[src/rtl/hazard_ctrl.sv]
// hazard_ctrl: 5-stage MIPS stall/flush and forwarding control driven by a shadow pipeline.
// Define MD_UNIT_EN to build the mult/div busy counter and its HI/LO stall.
module hazard_ctrl #(
  parameter int MULT_CYCLES = 5,
  parameter int DIV_CYCLES  = 10,
  parameter int SEL_W       = 4
) (
  input  logic             clk,
  input  logic             reset,
  input  logic [4:0]       rs_D,
  input  logic [4:0]       rt_D,
  input  logic [1:0]       tuse_rs_D,
  input  logic [1:0]       tuse_rt_D,
  input  logic [4:0]       a3_D,
  input  logic [1:0]       tnew_D,
  input  logic [1:0]       src_D,
  input  logic             md_start_D,
  input  logic             md_div_D,
  input  logic             md_use_D,
  output logic             enPC,
  output logic             enD,
  output logic             clrE,
  output logic [SEL_W-1:0] mfcmp1dSel,
  output logic [SEL_W-1:0] mfcmp2dSel,
  output logic [SEL_W-1:0] mfaluaeSel,
  output logic [SEL_W-1:0] mfalubeSel,
  output logic [SEL_W-1:0] mfdmSel,
  output logic             md_busy
);
  logic [4:0] rs_e_q, rt_e_q, a3_e_q, rt_m_q, a3_m_q, a3_w_q;
  logic [1:0] tnew_e_q, src_e_q, tnew_m_q, src_m_q, src_w_q;
  logic       stall, stall_rs, stall_rt, md_stall, busy;

  function automatic logic hit(input logic [4:0] r, input logic [4:0] a3);
    return r != 5'd0 && r == a3;
  endfunction

  // W-stage select: ALU/DM/PC results map onto 3/4/5
  function automatic logic [SEL_W-1:0] sel_w(input logic [4:0] r, input logic [4:0] a3,
                                             input logic [1:0] src);
    return hit(r, a3) ? SEL_W'(src) + SEL_W'(3) : '0;
  endfunction

  function automatic logic [SEL_W-1:0] fwd(input logic [4:0] r, input logic [4:0] a3m,
                                           input logic [1:0] tnewm, input logic [1:0] srcm,
                                           input logic [4:0] a3w, input logic [1:0] srcw);
    return (hit(r, a3m) && tnewm == 2'd0) ? ((srcm == 2'd2) ? SEL_W'(2) : SEL_W'(1))
                                          : sel_w(r, a3w, srcw);
  endfunction

  assign stall_rs = (hit(rs_D, a3_e_q) && tuse_rs_D < tnew_e_q) ||
                    (hit(rs_D, a3_m_q) && tuse_rs_D < tnew_m_q);
  assign stall_rt = (hit(rt_D, a3_e_q) && tuse_rt_D < tnew_e_q) ||
                    (hit(rt_D, a3_m_q) && tuse_rt_D < tnew_m_q);
  assign stall    = stall_rs | stall_rt | md_stall;

  assign enPC       = !reset || !stall;
  assign enD        = !reset || !stall;
  assign clrE       = reset && stall;
  assign mfcmp1dSel = reset ? fwd(rs_D, a3_m_q, tnew_m_q, src_m_q, a3_w_q, src_w_q) : '0;
  assign mfcmp2dSel = reset ? fwd(rt_D, a3_m_q, tnew_m_q, src_m_q, a3_w_q, src_w_q) : '0;
  assign mfaluaeSel = reset ? fwd(rs_e_q, a3_m_q, tnew_m_q, src_m_q, a3_w_q, src_w_q) : '0;
  assign mfalubeSel = reset ? fwd(rt_e_q, a3_m_q, tnew_m_q, src_m_q, a3_w_q, src_w_q) : '0;
  assign mfdmSel    = reset ? sel_w(rt_m_q, a3_w_q, src_w_q) : '0;
  assign md_busy    = reset && busy;

  always_ff @(posedge clk) begin
    if (!reset) begin
      rs_e_q   <= '0;
      rt_e_q   <= '0;
      a3_e_q   <= '0;
      tnew_e_q <= '0;
      src_e_q  <= '0;
      rt_m_q   <= '0;
      a3_m_q   <= '0;
      tnew_m_q <= '0;
      src_m_q  <= '0;
      a3_w_q   <= '0;
      src_w_q  <= '0;
    end else begin
      rs_e_q   <= stall ? '0 : rs_D;
      rt_e_q   <= stall ? '0 : rt_D;
      a3_e_q   <= stall ? '0 : a3_D;
      tnew_e_q <= stall ? '0 : tnew_D;
      src_e_q  <= stall ? '0 : src_D;
      rt_m_q   <= rt_e_q;
      a3_m_q   <= a3_e_q;
      tnew_m_q <= (tnew_e_q != 2'd0) ? tnew_e_q - 2'd1 : 2'd0;
      src_m_q  <= src_e_q;
      a3_w_q   <= a3_m_q;
      src_w_q  <= src_m_q;
    end
  end

`ifdef MD_UNIT_EN
  localparam int CW = $clog2((DIV_CYCLES > MULT_CYCLES ? DIV_CYCLES : MULT_CYCLES) + 1);
  logic          mds_e_q, mdd_e_q;
  logic [CW-1:0] cnt_q, cnt_d;

  assign busy     = cnt_q != '0;
  assign md_stall = md_use_D && (mds_e_q || busy);
  // a start in E reloads the counter even if a previous operation is still counting
  assign cnt_d    = mds_e_q ? (mdd_e_q ? CW'(DIV_CYCLES) : CW'(MULT_CYCLES))
                  : busy ? cnt_q - CW'(1) : cnt_q;

  always_ff @(posedge clk) begin
    if (!reset) begin
      mds_e_q <= 1'b0;
      mdd_e_q <= 1'b0;
      cnt_q   <= '0;
    end else begin
      mds_e_q <= !stall && md_start_D;
      mdd_e_q <= !stall && md_div_D;
      cnt_q   <= cnt_d;
    end
  end
`else
  logic unused_md;
  assign unused_md = ^{md_start_D, md_div_D, md_use_D};
  assign busy      = 1'b0;
  assign md_stall  = 1'b0;
`endif
endmodule

[config.mk]
export PLATFORM = sky130hd
export DESIGN_NAME = hazard_ctrl
export DESIGN_NICKNAME = d
export VERILOG_FILES = /design/src/rtl/hazard_ctrl.sv
export SDC_FILE = /design/constraint.sdc
export NUM_CORES = 1
export LEC_CHECK = 0
export ABC_AREA = 0
export BUFFER_PORTS_ARGS = -buffer_cell sky130_fd_sc_hd__clkbuf_2
export CELL_PAD_IN_SITES_DETAIL_PLACEMENT = 1
export CELL_PAD_IN_SITES_GLOBAL_PLACEMENT = 1
export CORE_ASPECT_RATIO = 1.75
export CORE_MARGIN = 1.5
export CORE_UTILIZATION = 43
export CTS_CLUSTER_SIZE = 10
export DETAILED_ROUTE_END_ITERATION = 8
export PLACE_DENSITY = 0.87
export RECOVER_POWER = 100
export SKIP_CTS_REPAIR_TIMING = 1
export SYNTH_ARGS = -nofsm -noshare
export SYNTH_HDL_FRONTEND = slang
export SYNTH_SLANG_ARGS = --single-unit
[constraint.sdc]
create_clock -name clk -period 3.3 [get_ports clk]
set_input_delay 0.33 -clock clk [delete_from_list [all_inputs] [get_ports clk]]
set_output_delay 0.33 -clock clk [all_outputs]
set_load 0.05 [all_outputs]
# == Yosys cells after proc, flatten, opt, wreduce, memory -nomap -nowiden ==
# Cells that the tools add are included.
# word_totals
reg_bits,40
latchBits,0
ramBits,0
rom_bits,0
inputBits,28
output_inout_bits,24
n_memories,0
# op_classes
n_addsub,2
n_mul,0
n_div,0
n_lt_le_gt_ge,4
n_eq_ne,12
n_shift,0
muxes,15
bitwise,2
reduce_logical,34
# op_table
operator,count
5-bit == test,11
4-bit two-way mux,12
5-bit nonzero test,5
1-bit logical AND,20
2-bit < comparator,4
3-bit two-way mux,2
2-bit by 2-bit adder with 3-bit output (second input constant),1
1-bit logical OR,3
2-bit == test (second input constant),1
1-bit zero test,2
2-bit zero test,1
2-bit two-way mux,1
2-bit AND reduction,1
2-bit nonzero test,1
2-bit OR reduction,1
2-bit by 1-bit subtractor with 2-bit output (second input constant),1
1-bit inverter,1
1-bit bitwise OR,1

# == Logic depth before layout (Yosys ltp) ==
# depth
word_depth,7
mapped_depth,7
mapped_depth_nobuf,6

# == Least setup slack after synthesis ==
# No wires, ideal clock.
# synth_timing
path_kind,input-to-output
startpoint,input rs_D[0]
endpoint,output enPC
arrival_ns,2.610
slack_ns,0.360
path_stages,7
path_buffers,2
path_cell_list,clkbuf_1 > nor3_1 > nand3_1 > nand4_1 > o21ai_0 > o21ai_0 > buf_4
# synth_between
elab_chain_cells,7
# synth_rtl
item,line,text
start: declaration,10,"input logic [4:0] rs_D,"
5-bit == test / 5-bit nonzero test (equally long branches),35,return r != 5'd0 && r == a3;
1-bit logical AND,35,
1-bit logical AND (on tied branches),"51, 52",
1-bit logical OR *,51,"assign stall_rs = (hit(rs_D, a3_e_q) && tuse_rs_D < tnew_e_q) ||"
1-bit bitwise OR *,55,assign stall = stall_rs | stall_rt | md_stall;
1-bit zero test *,n/a,
1-bit logical OR *,n/a,
end: declaration,20,"output logic enPC,"
# Mark *: on every way between the ends. The rest lies on a longest branch, timed or not.

# == Worst setup path in the final report ==
# layout_timing
startpoint,register a3_m_q[3]
endpoint,output mfcmp1dSel[1]
# layout_between
elab_chain_cells,5
# layout_rtl
item,line,text
start: declaration,30,"logic [4:0] rs_e_q, rt_e_q, a3_e_q, rt_m_q, a3_m_q, a3_w_q;"
start signal: assignment,87,a3_m_q <= a3_e_q;
5-bit == test,35,
1-bit logical AND,35,
1-bit logical AND,47,"return (hit(r, a3m) && tnewm == 2'd0) ? ((srcm == 2'd2) ? SEL_W'(2) : SEL_W'(1))"
4-bit two-way mux,47,
4-bit two-way mux,60,"assign mfcmp1dSel = reset ? fwd(rs_D, a3_m_q, tnew_m_q, src_m_q, a3_w_q, src_w_q) : '0;"
end: declaration,23,"output logic [SEL_W-1:0] mfcmp1dSel,"
# No other way between the ends.

==> metrics.txt <==
# TYPE chip_impl_metric gauge
chip_impl_metric{name="placement_rows",unit=""} 35
chip_impl_metric{name="hold_violations",unit=""} 0
chip_impl_metric{name="clockBufferDepth",unit=""} 2
chip_impl_metric{name="synth.ff_latch_count",unit=""} 40
chip_impl_info{name="timing.critical_path.from_type",value="register"} 1
chip_impl_metric{name="synthesis.yosys.warnings",unit=""} 0
chip_impl_metric{name="area.growth.synth_to_final",unit="%"} 8.24
chip_impl_metric{name="mappedNetlistArea",unit="µm²"} 2340
chip_impl_metric{name="achievable_freq",unit="MHz"} 355
chip_impl_metric{name="first_pass_grt_wire_length",unit="µm"} 10100
chip_impl_metric{name="initial_antenna_violation_count",unit=""} 0
chip_impl_metric{name="design.final.nets",unit=""} 344
chip_impl_metric{name="synth_top_cell_area_share",unit="%"} 34.2
chip_impl_metric{name="floorplan.die.width",unit="µm"} 58.8
chip_impl_metric{name="total_negative_setup_slack",unit="ns"} 0
chip_impl_metric{name="critPathMaxFanout",unit=""} 5
chip_impl_metric{name="min_period",unit="ns"} 2.82
chip_impl_metric{name="detailed_place_hpwl",unit="µm"} 4990
chip_impl_info{name="tritoncts_clock_tree",value="yes"} 1
chip_impl_metric{name="post_synth_xor_area_fraction",unit="%"} 20.5
chip_impl_metric{name="critical_path_required",unit="ns"} 2.97
chip_impl_metric{name="power.total",unit="W"} 0.00110
chip_impl_metric{name="fp.dieH",unit="µm"} 101
chip_impl_metric{name="share_of_the_synthesized_area_in_compound_gates_ao_oa_aoi_oai",unit="%"} 7.59
chip_impl_metric{name="place_congestion",unit=""} 0.828
chip_impl_info{name="synth_area_leader_cell",value="sky130_fd_sc_hd__dfxtp_1"} 1
chip_impl_metric{name="io-pin-count",unit=""} 52
chip_impl_metric{name="peakVddDrop",unit="mV"} 0.289
chip_impl_info{name="commonest_cells_after_routing_fill_and_taps_aside",value="sky130_fd_sc_hd__xor2_1, sky130_fd_sc_hd__nor2_1, sky130_fd_sc_hd__dfxtp_1"} 1
chip_impl_info{name="grt_setup_unrepaired",value="false"} 1
chip_impl_metric{name="timing.critical_path.arrival",unit="ns"} 2.49
chip_impl_metric{name="worst-slew-pin-transition",unit="ns"} 1.03
chip_impl_info{name="synth_top_family_by_area",value="simple AND/OR/NAND/NOR gates"} 1
chip_impl_metric{name="power.leakage",unit="nW"} 1.19
chip_impl_metric{name="yosys-mux-area-fraction",unit="%"} 0
chip_impl_metric{name="synthesis.area_per_instance",unit="µm²"} 8.33
chip_impl_metric{name="final_min_period_over_clock_period",unit="%"} 85.3
chip_impl_metric{name="number_of_global_route_vias_before_repair",unit=""} 2088
chip_impl_metric{name="port_buffers",unit=""} 42
chip_impl_metric{name="finalSetupViolCount",unit=""} 0
chip_impl_metric{name="power.density_cell_area",unit="nW/µm²"} 436
chip_impl_info{name="cts_root_buffer",value="sky130_fd_sc_hd__clkbuf_8"} 1
chip_impl_metric{name="drt-pass1-iter-count",unit=""} 4
chip_impl_metric{name="synth-adder-area-share",unit="%"} 3.21
chip_impl_info{name="holdCritPathClass",value="in -> reg"} 1
chip_impl_metric{name="cts_max_level",unit=""} 2
chip_impl_metric{name="worst_hold_slack",unit="ns"} 0.222
chip_impl_metric{name="layout-drive-gt1-share",unit="%"} 11.9
chip_impl_metric{name="avgRoutedWirePerCell",unit="µm"} 17.0
chip_impl_metric{name="tritoncts.num_buffers",unit=""} 5
chip_impl_metric{name="ant_nets",unit=""} 0
chip_impl_metric{name="detail_route.vias_per_cell",unit=""} 5.38
chip_impl_metric{name="area_of_the_die",unit="µm²"} 5910
chip_impl_info{name="critical_path_class",value="reg -> out"} 1
chip_impl_metric{name="grt_max_degree",unit=""} 27
chip_impl_metric{name="initial_cell_density_of_the_core",unit="%"} 44.5
chip_impl_metric{name="cts.clk_slew.worst_paths",unit="ns"} 0.07
chip_impl_info{name="outcome",value="completed"} 1
chip_impl_info{name="post_synth_main_area_contributors",value="sky130_fd_sc_hd__dfxtp_1, sky130_fd_sc_hd__xor2_1, sky130_fd_sc_hd__nor2_1"} 1
chip_impl_metric{name="clock_skew",unit="ns"} 0.00599
chip_impl_metric{name="globalRouteTotalUtil",unit="%"} 23.1
chip_impl_metric{name="dp_cells",unit=""} 358
chip_impl_metric{name="slew_violations",unit=""} 0
chip_impl_metric{name="route.vias.total",unit=""} 1968
chip_impl_metric{name="global_route.overflow_total",unit=""} 0
chip_impl_metric{name="cts_num_sinks",unit=""} 40
chip_impl_metric{name="drc_errors",unit=""} 0
chip_impl_metric{name="dr.first_iter.drc_count",unit=""} 64
chip_impl_info{name="critical_path.endpoint_type",value="output pin"} 1
chip_impl_metric{name="clk-insertion-delay-late",unit="ns"} 0.29
chip_impl_metric{name="timing.max_cap.violations",unit=""} 0
chip_impl_metric{name="finish.cell_count_without_fillers",unit=""} 366
chip_impl_metric{name="number_of_library_cell_types_mapped_by_synthesis",unit=""} 39
chip_impl_metric{name="totalWireLength",unit="µm"} 6240
chip_impl_metric{name="slew_headroom",unit="%"} 31.4
chip_impl_metric{name="syn-instance-count",unit=""} 281
chip_impl_metric{name="synth-seq-area-share",unit="%"} 34.2
chip_impl_metric{name="floorplan.core_area",unit="µm²"} 5260
chip_impl_metric{name="post_synth_and_or_nand_nor_area_fraction",unit="%"} 23.6
chip_impl_metric{name="antenna_cells_inserted",unit=""} 0
[synth_stat cells (all sizes together)]
library cell	instances
and4	1
nor4	3
clkbuf	9
xnor2	13
nor2b	1
conb	1
a21oi	5
nand3	3
xor2	41
o2111ai	1
and2	19
nand2b	5
ha	6
o211ai	2
buf	17
nand4	7
or4b	1
or2	1
o32ai	2
nor2	40
or3	1
a2bb2oi	4
a41oi	1
o21ai	7
nand2	5
nor3	13
o21a	1
o311ai	2
dfxtp	40
or4	3
inv	26
[path summary, 6_finish.rpt]
check | startpoint | endpoint | slack, ns | cells past startpoint
min reg2reg | tnew_e_q[0] | tnew_m_q[0] | 0.43 | 1
min | src_D[0] | src_e_q[0] | 0.22 | 3
max | a3_m_q[3] | mfcmp1dSel[1] | 0.48 | 6
max reg2reg | a3_m_q[3] | rt_e_q[0] | 1.11 | 5
[critical path, stage by stage, from the launching register on]
cell and delay (ns):
sky130_fd_sc_hd__dfxtp_1 0.55, sky130_fd_sc_hd__xor2_2 0.12, sky130_fd_sc_hd__nor3_1 0.46, sky130_fd_sc_hd__nand2_2 0.14, sky130_fd_sc_hd__or4b_1 0.49, sky130_fd_sc_hd__a21oi_1 0.15, sky130_fd_sc_hd__clkbuf_2 0.29
[per-layer routing]
layer	track usage, %	vias up	wire length (µm)	share of wire [%]
li1	-	944	-	-
met1	21.9	965	2240	36
met2	45.5	47	3670	59
met3	2.95	12	164	2.6
met4	11.4	0	170	2.7
met5	0	-	0	0
[kinds of logic after synthesis]
| logic type | Yosys count |
|---|---|
| adder cells (fa/ha/maj) | 6 |
| flip-flops | 40 |
| AO/OA/AOI/OAI | 25 |
| AND/OR/NAND/NOR | 103 |
| XOR/XNOR | 54 |
| buffers and inverters | 52 |
| other | 1 |
[per-stage QoR]
step / utilization (%) / setup WS [ns] / instance area, µm²
final: 48.2 / 0.485 / 2530
after global routing: 48.2 / 0.415 / 2530
after CTS: 49.2 / 0.692 / 2580
after detailed placement: 47.5 / 1.00 / 2490
after global placement: 47.5 / 1.05 / 2490
after floorplan: - / 0.360 / 2360
[cell type report]
cell class              instances  area, µm²
clock buffers                   8       90.1
well taps                      55       68.8
inverters                      26       97.6
repair buffers                 43        193
flip-flops and latches         40        801
multi-input cells             194       1280
fillers                       686       2720
[report_power, final]
group	internal (W)	switching, W
clock	0.000170	0.000160
sequential	0.000509	0.0000336
combinational	0.0000823	0.000150
total	0.000762	0.000343
[registers in the layout, indices dropped and copies added, names as in the netlist]
register	cells
a3_e_q	5
a3_m_q	5
a3_w_q	5
rs_e_q	5
rt_e_q	5
rt_m_q	5
src_e_q	2
src_m_q	2
src_w_q	2
tnew_e_q	2
tnew_m_q	2
Note: power is estimated with default switching activity, not from simulation.
